$ cat src/rtl/mem_burst_pkg.sv
// rtl/mem_burst_pkg.sv - shared types and constants for the memory burst sequencer
// Contents:
//   ADDR_W, DATA_W  geometry of the 256x32 banked word memory
//   RD_LAT          depth of the read token pipeline (address register + memory read)
//   state_t         controller state encoding (IDLE, WBURST, RBURST, RDRAIN)
//   rd_token_t      {valid, last} marker travelling alongside each read beat
package mem_burst_pkg;

  localparam int ADDR_W = 8;
  localparam int DATA_W = 32;
  localparam int RD_LAT = 2;

  typedef logic [1:0] state_t;

  localparam state_t IDLE   = 2'd0;
  localparam state_t WBURST = 2'd1;
  localparam state_t RBURST = 2'd2;
  localparam state_t RDRAIN = 2'd3;

  typedef struct packed {
    logic valid;
    logic last;
  } rd_token_t;

endpackage

$ cat src/rtl/mem_burst_rdpipe.sv
// rtl/mem_burst_rdpipe.sv - read token delay line and read data capture register
// Ports:
//   clk, rst_n    clock, asynchronous active-low reset
//   push_tok      token entering stage 1 this cycle ({0,0} when no read issued)
//   mem_dout      memory read data, valid one cycle after the address register
//   rdata         captured read data
//   rdata_valid   token valid leaving the last stage, aligned with rdata
//   rdata_last    token last flag, aligned with rdata
//   empty         no valid token anywhere in the delay line
module mem_burst_rdpipe
  import mem_burst_pkg::*;
#(
  parameter int DEPTH = RD_LAT,
  parameter int DW    = DATA_W
) (
  input  logic          clk,
  input  logic          rst_n,
  input  rd_token_t     push_tok,
  input  logic [DW-1:0] mem_dout,
  output logic [DW-1:0] rdata,
  output logic          rdata_valid,
  output logic          rdata_last,
  output logic          empty
);

  // stage[0] matches the cycle mem_addr is registered, stage[DEPTH-1]
  // matches the cycle mem_dout carries that beat's data.
  rd_token_t stage [DEPTH];

  always_ff @(posedge clk or negedge rst_n) begin
    if (!rst_n) begin
      for (int i = 0; i < DEPTH; i++) begin
        stage[i] <= '0;
      end
    end else begin
      stage[0] <= push_tok;
      for (int i = 1; i < DEPTH; i++) begin
        stage[i] <= stage[i-1];
      end
    end
  end

  always_ff @(posedge clk or negedge rst_n) begin
    if (!rst_n) begin
      rdata       <= '0;
      rdata_valid <= 1'b0;
      rdata_last  <= 1'b0;
    end else begin
      rdata       <= mem_dout;
      rdata_valid <= stage[DEPTH-1].valid;
      rdata_last  <= stage[DEPTH-1].last;
    end
  end

  always_comb begin
    empty = 1'b1;
    for (int i = 0; i < DEPTH; i++) begin
      if (stage[i].valid) begin
        empty = 1'b0;
      end
    end
  end

endmodule

$ cat src/rtl/mem_burst_ctrl.sv
// rtl/mem_burst_ctrl.sv - single/burst read-write sequencer in front of the 256x32 banked memory
// Optional build macro: MEM_BURST_CTRL_STATS_EN adds stat_clr, stat_wr_beats, stat_rd_beats.
// Ports:
//   clk, rst_n                      clock, asynchronous active-low reset
//   req_valid/req_ready             request handshake (ready only when idle and read pipe empty)
//   req_write, req_addr, req_len    direction, start word address, beats minus one
//   wdata_valid/wdata_ready, wdata  write beat stream (ready only during a write burst)
//   rdata_valid, rdata, rdata_last  read beat stream, no backpressure
//   busy                            burst in progress or beats still in flight
//   mem_addr, mem_write, mem_in     registered memory pins
//   mem_dout                        memory read data
//   stat_clr, stat_wr_beats, stat_rd_beats  beat counters (macro builds only)
module mem_burst_ctrl
  import mem_burst_pkg::*;
#(
  parameter int LEN_W  = 4,
  parameter int ADDR_W = mem_burst_pkg::ADDR_W,
  parameter int DATA_W = mem_burst_pkg::DATA_W
) (
  input  logic              clk,
  input  logic              rst_n,
  input  logic              req_valid,
  output logic              req_ready,
  input  logic              req_write,
  input  logic [ADDR_W-1:0] req_addr,
  input  logic [LEN_W-1:0]  req_len,
  input  logic              wdata_valid,
  output logic              wdata_ready,
  input  logic [DATA_W-1:0] wdata,
  output logic              rdata_valid,
  output logic [DATA_W-1:0] rdata,
  output logic              rdata_last,
  output logic              busy,
  output logic [ADDR_W-1:0] mem_addr,
  output logic              mem_write,
  output logic [DATA_W-1:0] mem_in,
  input  logic [DATA_W-1:0] mem_dout
`ifdef MEM_BURST_CTRL_STATS_EN
  ,
  input  logic              stat_clr,
  output logic [15:0]       stat_wr_beats,
  output logic [15:0]       stat_rd_beats
`endif
);

  state_t            state;
  logic [ADDR_W-1:0] addr_cnt;
  logic [LEN_W-1:0]  beat_cnt;
  logic              pipe_empty;
  logic              last_beat;
  rd_token_t         push_tok;

  assign last_beat   = (beat_cnt == '0);
  assign req_ready   = (state == IDLE) && pipe_empty;
  assign wdata_ready = (state == WBURST);

  // The final write pulse and the final read beat both land after the
  // state has already returned to IDLE / left RBURST, so they keep busy up.
  assign busy = (state != IDLE) || !pipe_empty || mem_write || rdata_valid;

  always_comb begin
    push_tok       = '0;
    push_tok.valid = (state == RBURST);
    push_tok.last  = (state == RBURST) && last_beat;
  end

  always_ff @(posedge clk or negedge rst_n) begin
    if (!rst_n) begin
      state     <= IDLE;
      addr_cnt  <= '0;
      beat_cnt  <= '0;
      mem_addr  <= '0;
      mem_in    <= '0;
      mem_write <= 1'b0;
    end else begin
      mem_write <= 1'b0;
      case (state)
        IDLE: begin
          if (req_valid && req_ready) begin
            addr_cnt <= req_addr;
            beat_cnt <= req_len;
            state    <= req_write ? WBURST : RBURST;
          end
        end
        WBURST: begin
          if (wdata_valid) begin
            mem_addr  <= addr_cnt;
            mem_in    <= wdata;
            mem_write <= 1'b1;
            // Address wraps modulo 2^ADDR_W, crossing banks transparently.
            addr_cnt  <= addr_cnt + 1'b1;
            beat_cnt  <= beat_cnt - 1'b1;
            if (last_beat) begin
              state <= IDLE;
            end
          end
        end
        RBURST: begin
          mem_addr <= addr_cnt;
          addr_cnt <= addr_cnt + 1'b1;
          beat_cnt <= beat_cnt - 1'b1;
          if (last_beat) begin
            state <= RDRAIN;
          end
        end
        RDRAIN: begin
          if (pipe_empty) begin
            state <= IDLE;
          end
        end
        default: state <= IDLE;
      endcase
    end
  end

  mem_burst_rdpipe #(
    .DEPTH(RD_LAT),
    .DW   (DATA_W)
  ) u_rdpipe (
    .clk        (clk),
    .rst_n      (rst_n),
    .push_tok   (push_tok),
    .mem_dout   (mem_dout),
    .rdata      (rdata),
    .rdata_valid(rdata_valid),
    .rdata_last (rdata_last),
    .empty      (pipe_empty)
  );

`ifdef MEM_BURST_CTRL_STATS_EN
  // Clear has priority over a same-cycle increment; both counters saturate.
  always_ff @(posedge clk or negedge rst_n) begin
    if (!rst_n) begin
      stat_wr_beats <= '0;
      stat_rd_beats <= '0;
    end else if (stat_clr) begin
      stat_wr_beats <= '0;
      stat_rd_beats <= '0;
    end else begin
      if (mem_write && (stat_wr_beats != 16'hFFFF)) begin
        stat_wr_beats <= stat_wr_beats + 16'd1;
      end
      if (rdata_valid && (stat_rd_beats != 16'hFFFF)) begin
        stat_rd_beats <= stat_rd_beats + 16'd1;
      end
    end
  end
`else
  // Statistics counters are not built in this configuration.
`endif

endmodule

$ cat config.mk
export PLATFORM = sky130hd
export DESIGN_NAME = mem_burst_ctrl
export DESIGN_NICKNAME = d
export VERILOG_FILES = /design/src/rtl/mem_burst_pkg.sv /design/src/rtl/mem_burst_rdpipe.sv /design/src/rtl/mem_burst_ctrl.sv
export SDC_FILE = /design/constraint.sdc
export NUM_CORES = 1
export LEC_CHECK = 0
export CORE_MARGIN = 8
export CORE_UTILIZATION = 38
export CTS_BUF_LIST = sky130_fd_sc_hd__clkbuf_8
export CTS_CLUSTER_SIZE = 10
export DETAILED_ROUTE_END_ITERATION = 8
export GPL_TIMING_DRIVEN = 0
export PLACE_DENSITY_LB_ADDON = 0.1
export SYNTH_ARGS = -nofsm -noshare
export SYNTH_HDL_FRONTEND = slang
export SYNTH_SLANG_ARGS = --single-unit
$ cat constraint.sdc
create_clock -name clk -period 2 [get_ports clk]
set_clock_uncertainty 0.2 [all_clocks]
set_input_delay 0.4 -clock clk [delete_from_list [all_inputs] [get_ports clk]]
set_output_delay 0.4 -clock clk [all_outputs]
set_load 0.01 [all_outputs]
Word-level counts from Yosys, hierarchy flattened
Index checks and enable logic that the tools add are counted.
- register bits: 93
- input port bits: 81
- output and inout port bits: 78
- logic and storage cells: 58
- eq/ne operators: 8
- reduce and logical (&&, ||, !) cells: 16
- mux-type cells: 19
- add/subtract/negate cells: 2
- operator list (kind ; count):
    two-way mux 8 bit ; 3
    case mux 8 bit (3 select lines) ; 1
    case mux 8 bit (2 select lines) ; 1
    two-way mux 2 bit ; 6
    case mux 4 bit (3 select lines) ; 1
    adder 8 x 1 -> 8 bit, second input constant ; 1
    two-way mux 4 bit ; 2
    case mux 2 bit (4 select lines) ; 1
    != test 2 bit, second input constant ; 3
    AND reduction 5 bit ; 1
    equality test 2 bit, second input constant ; 2
    zero test 4 bit ; 1
    two-way mux 1 bit ; 4
    != test 2 x 1 -> 1 bit, second input constant ; 2
    AND reduction 2 bit ; 2
    nonzero test 2 bit ; 2
    subtractor 4 x 1 -> 4 bit, second input constant ; 1
    logical AND 1 bit ; 3
    logical OR 1 bit ; 3
    AND reduction 3 bit ; 1
    nonzero test 3 bit ; 1
    equality test 2 x 1 -> 1 bit, second input constant ; 1
    zero test 2 bit ; 1
    zero test 1 bit ; 1

Longest topological paths before layout
- depth after elaboration: 6
- depth in mapped cells: 8

Modules after synthesis
A second synthesis with hierarchy kept.
- cells, all modules: 246
- area, all modules: 3468.3 µm²
- by module, submodules not included (module ; instances ; cells each ; area an instance (µm²)):
    mem_burst_ctrl ; 1 ; 207 ; 2513.7
    mem_burst_rdpipe ; 1 ; 39 ; 954.7

Worst setup path after synthesis
No wires, ideal clock.
- kind: register -> register
- start point: register state[0]
- end point: register addr_cnt[6]
- setup slack: 16 ps
- data arrival time: 1663 ps
- cell stages (with the launch flop): 9
- setup time: 121 ps
- cell sequence: dfrtp_1 inv_1 ha_1 buf_2 nor2b_2 o21ai_2 buf_4 a21oi_1 o22a_1
- longest elaborated chain between the ends: 5
- elaborated cells on any way between the ends: 10
- ends and longest elaborated chain (element ; RTL line ; source):
    from (decl) ; mem_burst_ctrl.sv:46 ; state_t state;
    from (signal assigned) ; mem_burst_ctrl.sv:82 ; state <= req_write ? WBURST : RBURST;
    zero test 2 bit ; mem_burst_ctrl.sv:54, mem_burst_ctrl.sv:77 ;
    logical AND 1 bit ; mem_burst_ctrl.sv:54 ; assign req_ready = (state == IDLE) && pipe_empty;
    logical AND 1 bit ; mem_burst_ctrl.sv:79 ; if (req_valid && req_ready) begin
    != test 2 x 1 -> 1 bit (no line) ; - ;
    AND reduction 3 bit (no line) ; - ;
    to (signal assigned) ; mem_burst_ctrl.sv:80 ; addr_cnt <= req_addr;
    to (signal assigned) ; mem_burst_ctrl.sv:91 ; addr_cnt <= addr_cnt + 1'b1;
    to (signal assigned) ; mem_burst_ctrl.sv:100 ; addr_cnt <= addr_cnt + 1'b1;
    to (decl) ; mem_burst_ctrl.sv:47 ; logic [ADDR_W-1:0] addr_cnt;
Several ways; a longest one is shown, not always the timed one.
A chain may end at the register's enable or synchronous reset.

Worst setup path after layout
- start point: register state[0]
- end point: output busy
- longest elaborated chain between the ends: 4
- ends and longest elaborated chain (element ; RTL line ; source):
    nonzero test 2 bit ; mem_burst_ctrl.sv:59 ; assign busy = (state != IDLE) || !pipe_empty || mem_write || rdata_valid;
    logical OR 1 bit (3 in series) ; mem_burst_ctrl.sv:59 ;
    to (decl) ; mem_burst_ctrl.sv:33 ; output logic busy,
Every way passes these cells.

==> reports/metrics.yaml <==
run_status:
  status: "completed"
synth:
  syn_area_mm2: 0.003442
  synth_area_leaders: "dfrtp_1, mux2_1, mux2_2, ha_1, nor2_1"
  synth_compound_area_frac: 0.06507
  synthCells: 241
  synth.distinct_cells: 37
  synth_edf_count: 0
  ys_seq_area_frac: 0.6761
  synth_top_family_by_area: "multiplexers"
  yosys.area.top_type_share: 0.6761
  yosysWarningCount: 0
  syn_avg_cell_area_um2: 14.28
  ys_ff_latch: 93
  yosys-mux-area-fraction: 0.1399
  synth-async-reset-ratio: 1.000
  synthXorXnorAreaFrac: 0
  synth_top_area_cell: "dfrtp_1"
  synth_fa_ha_area_frac: 0.02545
  synth_flop_cell: "dfrtp_1"
  synth-simple-area-share: 0.06834
  synth_fp_nets: 329
power:
  powerDensity_mw_per_mm2: 1447
  finalPower_mw: 8.010
  p_leak_nw: 2.369
  peakVddDrop_mv: 0.8235
setup_path:
  endpoint: "busy"
  cp-startpoint: "state[0]"
  r2r_end: "state[0]"
  timing.rr.start: "beat_cnt[0]"
  path_max_fanout: 3
  end_kind: "primary output"
  r2r_cells: 6
  arrival_ps: 1370
  start_kind: "register"
  critPathKind: "reg -> out"
  required_ps: 1400
  reg2reg_slack_ps: 120
clock_network:
  cts_max_level: 3
  clk_pin_slew_ps: 80
  cts_tree: "done"
  clockBufferDepth: 2
  cts_made_buffers: 9
  numClockSinks: 93
  clk_latency_ps: 350
  root_buffer: "clkbuf_8"
sta:
  slew_headroom: 0.7461
  setup_slack_ps: 28.24
  worst_pin_slew_ps: 380.8
  period_share: 0.9859
  min_period_ps: 1972
  setup_viol: 0
  slew_viol_final: 0
  hold_viol: 0
  rsz0062_at_grt: "yes"
  max_freq_mhz: 507.2
finish:
  antenna_cells: 0
  drive_above_1_share: 0.1368
  layout_commonest_cell: "clkdlybuf4s50_1"
  synthToLayoutAreaGrowth_pct: 60.85
  finalNetCount: 507
  final_cell_mix: "clkdlybuf4s50_1, dfrtp_1, mux2_1"
run:
  cap_violations: 0
floorplanning:
  std_cell_rows: 34
  dieArea_mm2: 0.01236
  die_w_um: 111.2
  coreArea_mm2: 0.008763
  start_util: 0.3928
  io_pins: 159
  fp.dieH_um: 111.2
place:
  portBuffers: 158
  place_congestion: 0.7482
  dp_hpwl_um: 6978
  place_ws_ps: -302.7
drt:
  final_antenna_net_count: 0
  met3_length_um: 588
  top_layer: "met4"
  wl_met1_um: 3954
  post_drt_wl_per_cell_um: 17.40
  drt_iter0_markers: 88
  firstDrtPassIters: 4
  vias: 2573
  met2_length_um: 4582
  viasPerCell: 4.836
  drc_errors: 0
  wirelength_um: 9258
grt:
  grt_max_degree: 69
  grt_pass1_wl_um: 14880
  grt_usage: 0.1509
  grt.overflow.total: 0
  grt_pass1_vias: 2690
  antenna_found_initial: 0
worst_hold_path:
  min-delay-path-class: "reg -> reg"
[repair_timing]
action / CTS / global route
gates cloned: 0 / 0
hold buffers: 1 / 0
endpoints found under the hold margin: 25 / 0
resized for setup: 22 / 14
setup endpoints to repair: 51 / 49
pin swaps: 4 / 3
buffers inserted: 8 / 1
[stage by stage]
| stage | cell area (um^2) | TNS [ps] | hold WS (ps) | util | cells |
|---|---|---|---|---|---|
| 2_1_floorplan | 3442 | 0 | -95.59 | - | 241 |
| 3_3_place_gp | 5159 | -302720 | 133.3 | 0.5887 | 507 |
| 3_5_place_dp | 5184 | -8774 | 137.0 | 0.5915 | 508 |
| 4_1_cts | 5517 | -5.777 | 157.5 | 0.6295 | 532 |
| 5_1_grt | 5537 | -111.5 | 171.6 | 0.6318 | 532 |
| 6_report | 5537 | 0 | 153.9 | 0.6318 | 532 |
[Yosys cell counts (5+ instances only)]
cell	number
dfrtp_1	93
ha_1	7
mux2_2	9
inv_1	11
mux2_1	32
buf_2	6
nor2_1	13
a21oi_1	7
nand2_1	12
o21ai_0	8
o22a_1	5
[critical path, stage by stage, from the launching register on]
cell,delay [ps]
dfrtp_1,410
inv_2,90
ha_4,150
inv_2,50
nor3_4,110
nand2_1,90
buf_6,130
[final cells by class]
class / count / area, um^2
sequential: 93 / 2327
clock inverter: 7 / 97.59
buffer: 7 / 48.80
clock buffer: 9 / 123.9
multi-input combinational: 128 / 1075
timing repair buffer: 169 / 1688
fill: 713 / 3227
tap: 108 / 135.1
inverter: 11 / 41.29
[worst min path at each step]
stage | depth (start not counted) | end | slack (ps) | from
floorplan | 0 | addr_cnt[0] | -100 | rst_n
global placement | 0 | u_rdpipe.rdata_last | 130 | u_rdpipe.stage[0]
detailed placement | 1 | u_rdpipe.rdata[22] | 140 | rst_n
CTS | 0 | u_rdpipe.stage[0] | 160 | u_rdpipe.stage[2]
global route | 0 | u_rdpipe.stage[0] | 170 | u_rdpipe.stage[2]
finish | 0 | u_rdpipe.stage[0] | 150 | u_rdpipe.stage[2]
[cell families after synthesis]
family / after synthesis
AO/OA/AOI/OAI: 32
buffers and inverters: 20
adder cells (fa/ha/maj): 7
multiplexers: 43
flip-flops: 93
AND/OR/NAND/NOR: 46
[where the power goes]
part | switching (mW) | leakage (nW) | internal [mW] | total [mW]
registers | 0.382 | 1.10 | 2.52 | 2.90
clock network | 0.686 | 0.112 | 0.712 | 1.40
logic | 1.64 | 1.15 | 2.07 | 3.71
[flip-flops by register name, indices dropped and copies added, names as in the netlist]
signal	cells
u_rdpipe.rdata	32
u_rdpipe.rdata_valid	1
mem_addr	8
mem_write	1
state	2
u_rdpipe.rdata_last	1
beat_cnt	4
addr_cnt	8
u_rdpipe.stage	4
mem_in	32
[metal layers]
metal,global-route usage,up-vias
met4,0.05600,0
met1,0.1789,1266
met2,0.2525,101
li1,-,1195
met5,0,-
met3,0.04383,11
Power figures use the tool's default switching activity.
